`src/rtl/rr_mux_n.sv`:
```
// N-channel registered multiplexer with valid/ready handshake and round-robin arbitration.
// Define RR_MUX_FIXED_PRIO_EN to replace round-robin with fixed lowest-index-wins priority.
module rr_mux_n #(
    parameter  int N_CH   = 4,
    parameter  int DATA_W = 8,
    localparam int SEL_W  = $clog2(N_CH)
) (
    input  logic                     clk,
    input  logic                     rst_n,
    input  logic [N_CH*DATA_W-1:0]   in_data,
    input  logic [N_CH-1:0]          in_valid,
    output logic [N_CH-1:0]          in_ready,
    output logic [DATA_W-1:0]        out_data,
    output logic [SEL_W-1:0]         out_ch,
    output logic                     out_valid,
    input  logic                     out_ready
);

    logic [DATA_W-1:0] ch_data [N_CH];

    generate
        for (genvar gi = 0; gi < N_CH; gi++) begin : g_unpack
            assign ch_data[gi] = in_data[gi*DATA_W +: DATA_W];
        end
    endgenerate

    logic [DATA_W-1:0] out_data_q, out_data_d;
    logic [SEL_W-1:0]  out_ch_q, out_ch_d;
    logic              out_valid_q, out_valid_d;

    logic              load;
    logic              any_valid;
    logic [SEL_W-1:0]  grant_idx;
    logic [N_CH-1:0]   grant;

    assign load = !out_valid_q || out_ready;

`ifdef RR_MUX_FIXED_PRIO_EN
    // Descending scan so the lowest valid index is the last (winning) assignment.
    always_comb begin
        any_valid = 1'b0;
        grant_idx = '0;
        for (int i = N_CH - 1; i >= 0; i--) begin
            if (in_valid[i]) begin
                any_valid = 1'b1;
                grant_idx = SEL_W'(i);
            end
        end
    end
`else
    localparam logic [SEL_W:0] N_CH_W = (SEL_W + 1)'(N_CH);

    logic [SEL_W-1:0] rr_ptr_q, rr_ptr_d;
    logic [SEL_W:0]   scan_sum;
    logic [SEL_W-1:0] scan_idx;

    // Scan starts at rr_ptr and wraps modulo N_CH; the first valid channel wins.
    always_comb begin
        any_valid = 1'b0;
        grant_idx = '0;
        scan_sum  = '0;
        scan_idx  = '0;
        for (int k = 0; k < N_CH; k++) begin
            scan_sum = {1'b0, rr_ptr_q} + (SEL_W + 1)'(k);
            if (scan_sum >= N_CH_W) begin
                scan_sum = scan_sum - N_CH_W;
            end
            scan_idx = scan_sum[SEL_W-1:0];
            if (!any_valid && in_valid[scan_idx]) begin
                any_valid = 1'b1;
                grant_idx = scan_idx;
            end
        end
    end

    always_comb begin
        rr_ptr_d = rr_ptr_q;
        if (load && any_valid) begin
            if (grant_idx == SEL_W'(N_CH - 1)) begin
                rr_ptr_d = '0;
            end else begin
                rr_ptr_d = grant_idx + SEL_W'(1);
            end
        end
    end

    always_ff @(posedge clk) begin
        if (!rst_n) begin
            rr_ptr_q <= '0;
        end else begin
            rr_ptr_q <= rr_ptr_d;
        end
    end
`endif

    always_comb begin
        grant = '0;
        if (any_valid) begin
            grant[grant_idx] = 1'b1;
        end
    end

    // Reset gating keeps producers from seeing a grant while the stage is held in reset.
    assign in_ready = {N_CH{load && rst_n}} & grant;

    always_comb begin
        out_data_d  = out_data_q;
        out_ch_d    = out_ch_q;
        out_valid_d = out_valid_q;
        if (load) begin
            out_valid_d = any_valid;
            if (any_valid) begin
                out_data_d = ch_data[grant_idx];
                out_ch_d   = grant_idx;
            end
        end
    end

    always_ff @(posedge clk) begin
        if (!rst_n) begin
            out_data_q  <= '0;
            out_ch_q    <= '0;
            out_valid_q <= 1'b0;
        end else begin
            out_data_q  <= out_data_d;
            out_ch_q    <= out_ch_d;
            out_valid_q <= out_valid_d;
        end
    end

    assign out_data  = out_data_q;
    assign out_ch    = out_ch_q;
    assign out_valid = out_valid_q;

endmodule

```
`config.mk`:
```
export PLATFORM = sky130hd
export DESIGN_NAME = rr_mux_n
export DESIGN_NICKNAME = d
export VERILOG_FILES = /design/src/rtl/rr_mux_n.sv
export SDC_FILE = /design/constraint.sdc
export NUM_CORES = 1
export LEC_CHECK = 0
export CORE_MARGIN = 4
export CORE_UTILIZATION = 25
export CTS_CLUSTER_SIZE = 8
export DETAILED_ROUTE_END_ITERATION = 10
export PLACE_DENSITY = 0.63
export SETUP_SLACK_MARGIN = 0.4
export SYNTH_ARGS = -nofsm -noshare
export SYNTH_HDL_FRONTEND = slang
export SYNTH_SLANG_ARGS = --single-unit
```
`constraint.sdc`:
```
create_clock -name clk -period 3.73 [get_ports clk]
set_clock_uncertainty 0.15 [all_clocks]
set_input_delay 0.5595 -clock clk [delete_from_list [all_inputs] [get_ports clk]]
set_output_delay 0.5595 -clock clk [all_outputs]
set_load 0.02 [all_outputs]
```
==> impl_metrics.yaml <==
global_route:
  grt_start_max_net_pins: 13
  grt_pass1_vias: 927
  overflow: 0
  antenna_found_initial: 0
  grt_util_all_layers_pct: 12.8
  grt_pass1_wl_um: 4240
power_and_ir_drop:
  power.density_mw_per_mm2: 366
  p_total_mw: 0.519
  pwr-share-seq_pct: 34.7
  pwr-share-clk_pct: 16.7
  intPower_mw: 0.342
  netSwitchingFraction_pct: 34.1
  switchingPower_mw: 0.177
  ir_drop_mv: 0.185
  leakagePower_nw: 0.601
  combPwrFrac_pct: 48.6
min_path:
  hold_start: "out_data[1]$_SDFFE_PN0P_"
  min_path_type: "reg -> reg"
placed_design:
  gp_congestion: 0.817
  place_inst: 180
  detailed_place_hpwl_um: 1990
  portBuffers: 53
logic_synthesis:
  synth_nets: 124
  syn_avg_cell_area_um2: 9.52
  synth_cells: 84
  yosys-top-cells-area: "dfxtp_1, mux2i_1, o221ai_1"
  synth_top_area_cell: "dfxtp_1"
  yosysUniqueCellTypes: 23
  synth_warnings: 0
  ys_ff_latch: 13
  synth_area_um2: 800
  netlist.area_leader.share_pct: 32.6
  ys_seq_area_share_pct: 32.6
clock_network:
  cts_tree: "yes"
  insertion_delay_ns: 0.27
  htreeDepth: 1
  cts_root_buf: "clkbuf_4"
  clockBufferDepth: 2
  cts_buffers: 3
  clock_sinks: 13
  clk_transition_reported_paths_ns: 0.08
final_layout:
  seqCellArea_um2: 260
  syn_to_final_growth_pct: 77.3
  stdcell_count: 186
  nets: 183
  multiInputGateArea_um2: 497
  diodes: 0
  fillers: 319
  drive_gt1_share_pct: 8.45
sta:
  final_hold_viol_count: 0
  slew_viol_final: 0
  tns_ns: 0
  layout_min_cycle_time_ns: 3.16
  finalSetupViolCount: 0
  relSlewSlack_pct: 61.7
  finalCritPeriodShare_pct: 84.6
  tightestPinTransition_ns: 0.574
  fmax_mhz: 317
  rsz0062_at_grt: "no"
routing:
  postRouteAntennaNets: 0
  vias: 851
  drt_pass1_iterations: 2
  viasPerCell: 4.58
  wl_per_cell_um: 13.2
  drt_iter0_markers: 22
  wl_um: 2450
  route.detailed.drc: 0
worst_setup_path:
  critPathMaxStageDelay_ns: 0.63
  start_kind: "primary input"
  worstSetupPathType: "in -> out"
  crit_start: "in_valid[1]"
  critPathCaptureType: "primary output"
  cp_max_fo: 4
  worst_r2r_startpoint: "rr_ptr_q[0]$_SDFFE_PN0P_"
  crit_path_top_delay_cell: "clkdlybuf4s50_1"
  critPathArrivalTime_ns: 2.45
  worstPathRequired_ns: 3.02
  crit_chain: "clkdlybuf4s50_1 > nand2b_1 > a21oi_1 > o32a_2 > nand3_1 > a21oi_1 > clkdlybuf4s50_1"
die:
  die_w_um: 64.6
  pin_count: 54
  die_h_um: 64.6
  rows: 20
  initial_core_util_pct: 26.2
  die_area_mm2: 0.00417
  core_mm2: 0.00305
job:
  max_cap_violations: 0
status:
  outcome: "completed"
power groups by stage:
stage | clock [mW] | combinational (mW) | sequential (mW)
2_1_floorplan | 0 | 0.125 | 0.205
3_3_place_gp | 0 | 0.251 | 0.183
3_5_place_dp | 0 | 0.255 | 0.183
4_1_cts | 0.0901 | 0.254 | 0.180
5_1_grt | 0.0992 | 0.274 | 0.185
6_report | 0.0870 | 0.252 | 0.180
worst paths after layout:
path	end	slack, ns	cells after the start
setup / recovery	in_ready[2]	0.57	7
hold reg to reg	out_data[1]$_SDFFE_PN0P_	0.32	2
hold / removal	out_data[1]$_SDFFE_PN0P_	0.32	2
setup reg to reg	out_data[0]$_SDFFE_PN0P_	1.84	6
critical path, delay by kind of cell:
| family | cells | cell delay [ns] |
|---|---|---|
| AO/OA/AOI/OAI | 3 | 0.50 |
| AND/OR/NAND/NOR | 2 | 0.29 |
| buffers and inverters | 2 | 1.10 |
through the flow:
stage | hold WS (ns) | cell area [um^2] | util [%] | worst slack, ns
2_1_floorplan | 0.357 | 800 | - | 1.25
3_3_place_gp | 0.296 | 1380 | 45.1 | 0.384
3_5_place_dp | 0.301 | 1380 | 45.1 | 0.311
4_1_cts | 0.324 | 1400 | 45.9 | 0.414
5_1_grt | 0.368 | 1420 | 46.4 | 0.411
6_report | 0.318 | 1420 | 46.4 | 0.573
cells in the mapped netlist (all sizes together):
master / instances
o221ai: 8
nand3: 2
o211a: 1
a21o: 1
nor2b: 5
nand2b: 3
mux2i: 18
ha: 1
clkbuf: 2
and3: 1
dfxtp: 13
nand3b: 1
nand2: 10
inv: 3
nor4: 1
a21oi: 5
a211oi: 1
nor2: 3
a21boi: 2
buf: 2
o32a: 1
cells by family (layout without fill, tap and decap cells):
kind of cell / Yosys count / count (layout) / synth area share, %
multiplexers: 18 / 18 / 22.5
flip-flops: 13 / 13 / 32.6
buffers and inverters: 7 / 65 / 6.26
adder cells (fa/ha/maj): 1 / 1 / 1.56
AND/OR/NAND/NOR: 26 / 26 / 17.7
AO/OA/AOI/OAI: 19 / 19 / 19.4
flip-flops by register name (all words and copies together), names as in the netlist:
name / count
rr_ptr_q: 2
out_valid: 1
out_ch: 2
out_data: 8
layer usage:
layer	up-vias	GRT usage, %	part of all wire, %
li1	428	-	-
met1	396	13.6	41
met2	25	23.2	52
met3	2	4.51	5.9
met4	0	4.75	1.1
met5	-	0	0
final cells by class:
cell class,instances,share of cell area [%]
well taps,44,3.88
repair buffers,58,40.1
clock buffers,4,1.85
flip-flops and latches,13,18.4
inverters,3,0.794
multi-input cells,64,35.0
repair_timing:
item | 4_1_cts | 5_1_grt
buffers inserted | 0 | 2
endpoints found under the setup margin | 2 | 2
pin swaps | 0 | 0
resized for setup | 2 | 1
hold buffers | 0 | 0
cell usage in the layout, fill, tap and decap left out, drive strengths merged, types with 2 or more instances in the layout:
cell type,n
a21boi,2
a21oi,5
buf,5
clkbuf,4
clkdlybuf4s50,50
dfxtp,13
dlygate4sd2,2
inv,3
mux2i,18
nand2,10
nand2b,3
nand3,2
nor2,3
nor2b,5
o221ai,8
No activity file was read; power rests on OpenSTA's default activity.
